**config.mk**
```make
export PLATFORM = sky130hd
export DESIGN_NAME = matrix_data_mem_flat
export DESIGN_NICKNAME = d
export VERILOG_FILES = /design/src/rtl/matrix_data_mem_if.sv /design/src/rtl/matrix_data_mem.sv /design/src/flat_wrapper.sv
export SDC_FILE = /design/constraint.sdc
export NUM_CORES = 2
export LEC_CHECK = 0
export BUFFER_PORTS_ARGS = -buffer_cell sky130_fd_sc_hd__buf_2
export CELL_PAD_IN_SITES_DETAIL_PLACEMENT = 0
export CELL_PAD_IN_SITES_GLOBAL_PLACEMENT = 1
export CORE_UTILIZATION = 56
export CTS_CLUSTER_DIAMETER = 50
export CTS_CLUSTER_SIZE = 8
export DETAILED_ROUTE_END_ITERATION = 6
export HOLD_SLACK_MARGIN = 0.1
export PLACE_DENSITY = 0.8
export SYNTH_ARGS = -nofsm -noshare
export SYNTH_HDL_FRONTEND = slang
export SYNTH_SLANG_ARGS = --single-unit
```
**constraint.sdc**
```tcl
create_clock -name clk -period 4.35 [get_ports clk]
set_clock_uncertainty 0.15 [all_clocks]
set_input_delay 0.87 -clock clk [delete_from_list [all_inputs] [get_ports clk]]
set_output_delay 0.87 -clock clk [all_outputs]
set_load 0.02 [all_outputs]
```
**src/rtl/matrix_data_mem_if.sv**
```systemverilog
// Bus bundle for matrix_data_mem; parity pins exist only with MATRIX_DATA_MEM_PARITY_EN.
// Handshake: wr_en/rd_en are taken at a rising edge only while busy is low (no back-pressure);
// rd_valid, rd_data and addr_err answer exactly one cycle after the accepted request.
interface matrix_data_mem_if #(
   parameter int DW = 32,
   parameter int AW = 7
);
   logic          wr_en;
   logic [AW-1:0] wr_addr;
   logic [DW-1:0] wr_data;
   logic          rd_en;
   logic [AW-1:0] rd_addr;
   logic [DW-1:0] rd_data;
   logic          rd_valid;
   logic          busy;
   logic          addr_err;
   logic          state_dbg;   // 0 = INIT, 1 = READY
`ifdef MATRIX_DATA_MEM_PARITY_EN
   logic          perr_inj;
   logic          rd_perr;

   modport master (output wr_en, wr_addr, wr_data, rd_en, rd_addr, perr_inj,
                   input  rd_data, rd_valid, busy, addr_err, state_dbg, rd_perr);
   modport slave  (input  wr_en, wr_addr, wr_data, rd_en, rd_addr, perr_inj,
                   output rd_data, rd_valid, busy, addr_err, state_dbg, rd_perr);
`else
   modport master (output wr_en, wr_addr, wr_data, rd_en, rd_addr,
                   input  rd_data, rd_valid, busy, addr_err, state_dbg);
   modport slave  (input  wr_en, wr_addr, wr_data, rd_en, rd_addr,
                   output rd_data, rd_valid, busy, addr_err, state_dbg);
`endif
endinterface

```
**src/rtl/matrix_data_mem.sv**
```systemverilog
// Word memory with a self-clearing init engine, registered 1-cycle reads and write-first bypass.
// Optional macro MATRIX_DATA_MEM_PARITY_EN adds a stored even-parity bit per word.
module matrix_data_mem #(
   parameter int            DW       = 32,
   parameter int            DEPTH    = 100,
   parameter int            AW       = 7,
   parameter logic [DW-1:0] INIT_VAL = DW'(1)
) (
   input  logic               clk,
   input  logic               rst,
   matrix_data_mem_if.slave   bus
);

`ifdef MATRIX_DATA_MEM_PARITY_EN
   localparam int MW = DW + 1;   // {parity, data}
`else
   localparam int MW = DW;
`endif
   localparam logic [AW:0]   DEPTH_W   = (AW+1)'(DEPTH);
   localparam logic [AW-1:0] LAST_ADDR = AW'(DEPTH - 1);

   typedef enum logic {INIT = 1'b0, READY = 1'b1} state_t;

   state_t        state, state_next;
   logic [AW-1:0] ptr, ptr_next;
   logic [MW-1:0] mem [DEPTH];

   logic          ready, wr_in, rd_in, wr_ok, bypass;
   logic          mem_we;
   logic [AW-1:0] mem_waddr;
   logic [MW-1:0] mem_wdata, user_word, init_word, rd_word;

   logic [DW-1:0] rd_data_q;
   logic          rd_valid_q, busy_q, addr_err_q;

   assign ready = (state == READY);
   assign wr_in = ({1'b0, bus.wr_addr} < DEPTH_W);
   assign rd_in = ({1'b0, bus.rd_addr} < DEPTH_W);
   assign wr_ok = ready && bus.wr_en && wr_in;
   assign bypass = wr_ok && (bus.wr_addr == bus.rd_addr);

`ifdef MATRIX_DATA_MEM_PARITY_EN
   // perr_inj flips the stored parity so a later read reports a failure
   assign user_word = {(^bus.wr_data) ^ bus.perr_inj, bus.wr_data};
   assign init_word = {^INIT_VAL, INIT_VAL};
`else
   assign user_word = bus.wr_data;
   assign init_word = INIT_VAL;
`endif

   assign rd_word = bypass ? user_word : mem[bus.rd_addr];

   always_ff @(posedge clk) begin
      if (rst) begin
         state <= INIT;
         ptr   <= '0;
      end else begin
         state <= state_next;
         ptr   <= ptr_next;
      end
   end

   // The init engine owns the single write port while in INIT; user writes only in READY
   always_comb begin
      state_next = state;
      ptr_next   = ptr;
      mem_we     = 1'b0;
      mem_waddr  = bus.wr_addr;
      mem_wdata  = user_word;
      case (state)
         INIT: begin
            mem_we    = 1'b1;
            mem_waddr = ptr;
            mem_wdata = init_word;
            ptr_next  = ptr + AW'(1);
            if (ptr == LAST_ADDR) state_next = READY;
         end
         READY: mem_we = wr_ok;
         default: state_next = INIT;
      endcase
   end

   always_ff @(posedge clk) begin
      if (!rst && mem_we) mem[mem_waddr] <= mem_wdata;
   end

   always_ff @(posedge clk) begin
      if (rst) begin
         busy_q     <= 1'b1;
         rd_valid_q <= 1'b0;
         rd_data_q  <= '0;
         addr_err_q <= 1'b0;
      end else begin
         busy_q     <= (state_next == INIT);
         rd_valid_q <= ready && bus.rd_en;
         addr_err_q <= ready && ((bus.wr_en && !wr_in) || (bus.rd_en && !rd_in));
         if (ready && bus.rd_en) rd_data_q <= rd_in ? rd_word[DW-1:0] : '0;
      end
   end

`ifdef MATRIX_DATA_MEM_PARITY_EN
   logic rd_perr_q;

   always_ff @(posedge clk) begin
      if (rst) rd_perr_q <= 1'b0;
      else     rd_perr_q <= ready && bus.rd_en && rd_in && (^rd_word);
   end

   assign bus.rd_perr = rd_perr_q;
`endif

   assign bus.rd_data   = rd_data_q;
   assign bus.rd_valid  = rd_valid_q;
   assign bus.busy      = busy_q;
   assign bus.addr_err  = addr_err_q;
   assign bus.state_dbg = state;

endmodule

```
**src/flat_wrapper.sv**
```systemverilog
// flat-port wrapper written by rule: the top's interface ports become plain ports
module matrix_data_mem_flat 
#(
   parameter int            DW       = 32,
   parameter int            DEPTH    = 100,
   parameter int            AW       = 7,
   parameter logic [DW-1:0] INIT_VAL = DW'(1)
)
  (clk, rst, bus_wr_en, bus_wr_addr, bus_wr_data, bus_rd_en, bus_rd_addr, bus_rd_data, bus_rd_valid, bus_busy, bus_addr_err, bus_state_dbg);
  matrix_data_mem_if #(.DW(DW), .AW(AW)) bus_i ();
  input  logic clk;
  input  logic rst;
  input wire logic [$bits(bus_i.wr_en)-1:0] bus_wr_en;
  input wire logic [$bits(bus_i.wr_addr)-1:0] bus_wr_addr;
  input wire logic [$bits(bus_i.wr_data)-1:0] bus_wr_data;
  input wire logic [$bits(bus_i.rd_en)-1:0] bus_rd_en;
  input wire logic [$bits(bus_i.rd_addr)-1:0] bus_rd_addr;
  output wire logic [$bits(bus_i.rd_data)-1:0] bus_rd_data;
  output wire logic [$bits(bus_i.rd_valid)-1:0] bus_rd_valid;
  output wire logic [$bits(bus_i.busy)-1:0] bus_busy;
  output wire logic [$bits(bus_i.addr_err)-1:0] bus_addr_err;
  output wire logic [$bits(bus_i.state_dbg)-1:0] bus_state_dbg;
  assign bus_i.wr_en = bus_wr_en;
  assign bus_i.wr_addr = bus_wr_addr;
  assign bus_i.wr_data = bus_wr_data;
  assign bus_i.rd_en = bus_rd_en;
  assign bus_i.rd_addr = bus_rd_addr;
  assign bus_rd_data = bus_i.rd_data;
  assign bus_rd_valid = bus_i.rd_valid;
  assign bus_busy = bus_i.busy;
  assign bus_addr_err = bus_i.addr_err;
  assign bus_state_dbg = bus_i.state_dbg;
  matrix_data_mem #(.DW(DW), .DEPTH(DEPTH), .AW(AW), .INIT_VAL(INIT_VAL)) u_core (.clk(clk), .rst(rst), .bus(bus_i));
endmodule
```
Yosys cells after proc, flatten, opt, wreduce, memory -nomap -nowiden
Memory sizes are Yosys's and may differ from the RTL's.
Cells that the tools add are included.
{ "word_totals": {"n_memories": 1, "wordCells": 35, "input_bits": 50, "output_inout_bits": 36, "reg_bits": 43, "ramBits": 3200} }
{ "classes": {"bitwise": 2, "n_reduce_logical": 12, "add_sub_neg": 1, "n_mux": 9, "eq_ne": 2, "n_lt_le_gt_ge": 2} }
{ "memory_table": {"columns": ["name", "words", "word_bits", "read_ports", "rd_ports_with_merged_regs", "wr", "line", "rtl"], "rows": [
  ["u_core.mem", 100, 32, 1, 0, 1, "matrix_data_mem.sv:26", "logic [MW-1:0] mem [DEPTH];"]
]} }
{ "ops": {"columns": ["operator", "count"], "rows": [
  ["32-bit two-way mux", 3],
  ["7-bit < comparator (second input constant)", 2],
  ["1-bit logical AND", 8],
  ["7-bit by 1-bit adder with 7-bit output (second input constant)", 1],
  ["7-bit == test", 1],
  ["7-bit == test (second input constant)", 1],
  ["7-bit two-way mux", 1],
  ["1-bit two-way mux", 4],
  ["1-bit zero test", 3],
  ["1-bit NOT", 2],
  ["1-bit one-hot mux with 2 select lines", 1],
  ["1-bit logical OR", 1]
]} }

Depth between registers and ports, before layout
{ "logic_depth": {"depth_word": 6, "depth_mapped": 12, "depth_no_buf": 7} }

Worst setup path after synthesis
OpenSTA, ideal clock, no wires.
{ "synth_path": {"kind": "input port to flip-flop", "start": "input port bus_wr_addr[4]", "end": "memory u_core.mem[64][0] (netlist name) (enable)", "t_arrival_ns": 3.422, "path_stages": 8, "setup_slack_ns": 0.357, "path_cell_list": "o311ai_1 > nand2_1 > nor2_1 > a21oi_1 > nor2_1 > nand2_1 > clkbuf_1 > nor2_1"} }
{ "synth_via": {"elab_chain_len": 6, "word_cells_on_any_way": 7} }
{ "synth_rtl": {"columns": ["item", "line", "rtl"], "rows": [
  ["start: declaration", "flat_wrapper.sv:14", "input wire logic [$bits(bus_i.wr_addr)-1:0] bus_wr_addr;"],
  ["7-bit < comparator", "matrix_data_mem.sv:37", "assign wr_in = ({1'b0, bus.wr_addr} < DEPTH_W);"],
  ["1-bit logical AND", "matrix_data_mem.sv:39", "assign wr_ok = ready && bus.wr_en && wr_in;"],
  ["1-bit one-hot mux with 2 select lines", "matrix_data_mem.sv:70", "case (state)"],
  ["1-bit logical AND", "matrix_data_mem.sv:84", "if (!rst && mem_we) mem[mem_waddr] <= mem_wdata;"],
  ["1-bit two-way mux", "matrix_data_mem.sv:84", null],
  ["1-bit two-way mux (implied by the code)", "matrix_data_mem.sv:84", null],
  ["end: declaration", "matrix_data_mem.sv:26", null]
]} }
Several ways; a longest one is shown, not always the timed one.

Final worst setup path
{ "layout_path": {"start": "register u_core.state (netlist: u_core.bus.state_dbg)", "end": "register u_core.rd_data_q[12] (netlist: u_core.bus.rd_data[12])"} }
{ "layout_via": {"elab_chain_len": 5, "word_cells_on_any_way": 6} }
{ "layout_rtl": {"columns": ["item", "line", "rtl"], "rows": [
  ["start: declaration", "matrix_data_mem.sv:24", "state_t state, state_next;"],
  ["start signal: assignment", "matrix_data_mem.sv:58", "state <= state_next;"],
  ["1-bit logical AND (2 in series)", "matrix_data_mem.sv:39", null],
  ["1-bit logical AND", "matrix_data_mem.sv:40", "assign bypass = wr_ok && (bus.wr_addr == bus.rd_addr);"],
  ["32-bit two-way mux", "matrix_data_mem.sv:51", "assign rd_word = bypass ? user_word : mem[bus.rd_addr];"],
  ["32-bit two-way mux", "matrix_data_mem.sv:97", "if (ready && bus.rd_en) rd_data_q <= rd_in ? rd_word[DW-1:0] : '0;"],
  ["end signal: assignment", "matrix_data_mem.sv:97", null],
  ["end: declaration", "matrix_data_mem.sv:33", "logic [DW-1:0] rd_data_q;"]
]} }
Several ways; a longest one is shown, not always the timed one.
A chain may end at the register's enable or synchronous reset.

==> results summary <==
The count of unique library cells instantiated by Yosys is 67. The data arrival time of the critical path came out at 4600 ps. The highest ir drop seen on vdd came out at 0.3916 mV. Counting every net in the synthesized netlist gives 5552. After layout, the worst setup slack is 482.7 ps. At the pin with the least slew margin, the transition time is 1393 ps.

After layout, the worst path uses 88.90% of the clock period. The via count of the first global-routing pass is 65560. In the final routed layout, each cell accounts on average for 39.75 um. CTS saw 3243 sinks. For this run, asynchronously set or reset flops after synthesis account for 0%. The total of cells resized after clock tree synthesis is 0.

The number of core rows is 172. The first global-routing pass estimated 508.5 mm of wire. Each instance of the synthesized netlist takes up on average 22.62 um^2.

The total count of max-transition violations in the final report was 0. Among all stages on the critical path, the largest delay is contributed by sky130_fd_sc_hd__and2_1. The number of failing setup endpoints in the final timing report came out at 0. For this run the aggregate overflow at the end of global routing stands at 0. The I/O pin count is 86. The number of max-cap violations came out at 0.

The number of optimization iterations in the first detailed-route pass is 6. The critical path goes through nand2_1 -> nor3_2 -> and2_1 -> o311ai_0 -> buf_4 -> o211ai_1. The worst setup path is launched from a flop. At the end of routability-driven placement, the weighted congestion stood at 0.9463. The die extent in x is 473.4 um.

The height of the chip is 473.4 um. The final instance count without filler cells came out at 9264. The initial standard-cell utilization of the core is 56.47%. The net count of the finished layout is 6214. The number of flops mapped to enable cells by yosys came out at 3200.

Entering global routing, the biggest net connects 101 pins. The largest area contributor in the synthesized netlist is sky130_fd_sc_hd__edfxtp_1. Port buffering added 85 buffers. TritonCTS built the clock tree. The total power density per cell area is 468.9 nW/um^2.

The critical path is of the reg2reg type. By area the synthesized netlist is led by sky130_fd_sc_hd__edfxtp_1, sky130_fd_sc_hd__mux4_2, sky130_fd_sc_hd__mux2i_1. The analysis attributes to cell leakage a power of 48.38 nW. The worst setup timing slack at the placement stage came out at 11.42 ps. After routing, the total negative slack on setup checks comes to 0 ps. The final period demand of the worst path is 3867 ps. The via-per-instance ratio is 7.082. The fraction of layout cells with a size suffix above 1 is 31.49%. The required time of the critical path is 5080 ps. The initial antenna violation count is 21. The clock-pin slew reported for the worst setup and hold paths after clock tree synthesis came out at 50 ps. The achievable clock frequency is 258.6 MHz. The worst-case headroom to the max-slew limit came out at 7.151%. The full die area is 224100 um^2. For this run, the slowest stage of the critical path takes 1070 ps. The half-perimeter wire length after placement is 206.3 mm.

The clock latency on the worst-skew pair came out at 1040 ps. The post-synthesis cell count came out at 5501. The area added between synthesis and finish is 16.60%.

The antenna violation net count after detailed routing is 0. The synthesis warning total came out at 0. The category of the worst setup path capture point is a flop. For this block, the via count after detailed routing is 65610.

Overall power consumption after layout is estimated at 68.05 mW. The cell area after synthesis is 124500 um^2. The path class of the tightest hold or removal check is in2reg.

The flow ran to the end, and the final reports show no timing, DRC or antenna violations. Counting the buffers created by CTS gives 457. The number of synthesized register bits came out at 3243.

The number of remaining DRC errors came out at 0. In this run the number of H-tree levels came out at 5. The leading cell type by number of instances after synthesis is sky130_fd_sc_hd__edfxtp_1.

The core outline area is 220400 um^2. The final hold violation count came out at 0. Global routing used 33.16% of the available tracks. The tree is rooted in a sky130_fd_sc_hd__clkbuf_16. The number of buffer and inverter instances along the worst setup path is 1. The total placed cells including tap cells came out at 8654.

Setup repair after global routing left no endpoint under its margin. After the first detailed-routing iteration, the DRC count stood at 11050. The area share of the largest cell type after synthesis came out at 77.21%. Broken down by cell family, the worst path's largest delay share belongs to simple AND/OR/NAND/NOR gates. The number of buffers on the longest clock path is 4. For this run, the leading register cell type out of synthesis is sky130_fd_sc_hd__edfxtp_1. Sorting the synthesized cells by how often they occur yields sky130_fd_sc_hd__edfxtp_1, sky130_fd_sc_hd__mux4_2, sky130_fd_sc_hd__nor2_1.

The total of fill cells in the finished design is 13600. The register area share after synthesis came out at 77.90%. The final layout contains routed wiring with a total length of 368.2 mm. Along the worst path, the maximum fanout reaches 39.
[power by group]
group | leakage (nW) | switching (mW) | internal, mW | total, mW
logic | 11.0 | 1.74 | 1.16 | 2.90
registers | 31.4 | 0.0195 | 33.9 | 34.0
clock network | 5.92 | 12.3 | 18.9 | 31.2
total | 48.4 | 14.1 | 54.0 | 68.0
[worst register-to-register path, delay by kind of cell (launching register included)]
family	cells	cell delay (ps)
and+or+nand+nor	3	2250
DFF	1	620
AOI/OAI and AO/OA	2	450
buffers and inverters	1	230
[layout by cell type, fill, tap and decap left out, types with 15 or more instances in the layout]
cell type | netlist | layout
sky130_fd_sc_hd__a22o_1 | 16 | 16
sky130_fd_sc_hd__nor3_1 | 37 | 35
sky130_fd_sc_hd__o21ai_0 | 71 | 71
sky130_fd_sc_hd__dfxtp_1 | 43 | 42
sky130_fd_sc_hd__clkbuf_1 | 109 | 117
sky130_fd_sc_hd__o21ai_1 | 15 | 15
sky130_fd_sc_hd__edfxtp_1 | 3200 | 3200
sky130_fd_sc_hd__buf_4 | 59 | 269
sky130_fd_sc_hd__o221ai_1 | 28 | 28
sky130_fd_sc_hd__a21oi_1 | 80 | 80
sky130_fd_sc_hd__a221oi_1 | 28 | 28
sky130_fd_sc_hd__clkbuf_16 | 0 | 460
sky130_fd_sc_hd__and2_4 | 0 | 31
sky130_fd_sc_hd__a22oi_1 | 65 | 65
sky130_fd_sc_hd__mux2_2 | 30 | 30
sky130_fd_sc_hd__mux2i_1 | 152 | 152
sky130_fd_sc_hd__o22ai_1 | 40 | 40
sky130_fd_sc_hd__o211ai_1 | 16 | 16
sky130_fd_sc_hd__nor2_1 | 171 | 69
sky130_fd_sc_hd__nand3_1 | 30 | 30
sky130_fd_sc_hd__nor2b_1 | 20 | 17
sky130_fd_sc_hd__buf_2 | 101 | 80
sky130_fd_sc_hd__mux4_2 | 826 | 826
sky130_fd_sc_hd__buf_12 | 0 | 148
sky130_fd_sc_hd__nand2_1 | 119 | 119
sky130_fd_sc_hd__nor2_4 | 0 | 102
[layer usage]
layer / routed length [um] / vias to the layer above / track usage [%]
li1: - / 24720 / -
met1: 124400 / 34210 / 44.20
met2: 167500 / 5639 / 49.17
met3: 53460 / 1031 / 10.22
met4: 22720 / 6 / 18.34
met5: 41 / - / 0
[cell families (layout without fill, tap and decap cells)]
family	Yosys count	count (layout)	synth area share, %
mux	1008	1008	16.44
other cells	0	9	0
simple gates	464	464	1.693
flops	3243	3243	77.90
buf+inv	317	1113	1.368
xor+xnor	12	12	0.08445
fa+ha+maj	1	1	0.01005
compound gates	456	456	2.500
[through the flow]
stage | hold slack [ps] | util [%] | cell area [um^2]
3_5_place_dp | 288.1 | 60.27 | 132800
6_report | 171.4 | 65.85 | 145100
3_3_place_gp | 329.0 | 60.27 | 132800
4_1_cts | 124.7 | 65.84 | 145100
2_1_floorplan | 355.8 | - | 124500
5_1_grt | 163.7 | 65.84 | 145100
[cell type report]
type | count | area [um^2] | area share (%)
sequential | 3243 | 96960 | 66.81
multi-input combinational | 1941 | 26690 | 18.39
clock buffer | 577 | 11950 | 8.235
timing repair buffer | 508 | 5508 | 3.795
tap | 2958 | 3701 | 2.550
clock inverter | 16 | 249.0 | 0.1716
inverter | 12 | 46.29 | 0.03190
antenna | 9 | 22.52 | 0.01552
[worst paths after layout]
kind | startpoint | slack [ps] | to | cells past startpoint
max | u_core.bus.state_dbg | 480 | u_core.bus.rd_data[12] | 6
min | bus_wr_data[30] | 170 | u_core.bus.rd_data[30] | 3
max reg2reg | u_core.bus.state_dbg | 480 | u_core.bus.rd_data[12] | 6
min reg2reg | u_core.bus.rd_data[16] | 320 | u_core.bus.rd_data[16] | 1
[timing repair]
| action | CTS | global route |
|---|---|---|
| hold endpoints to repair | 8 | 0 |
| hold buffers | 8 | 0 |
| buffers inserted | 0 | 0 |
[flip-flops by register name, summed over array words and instances (netlist names)]
signal                flops
u_core.bus.addr_err       1
u_core.bus.busy           1
u_core.bus.rd_data       32
u_core.bus.rd_valid       1
u_core.bus.state_dbg      1
u_core.mem             3200
u_core.ptr                7
Note: power is estimated with default switching activity, not from simulation.
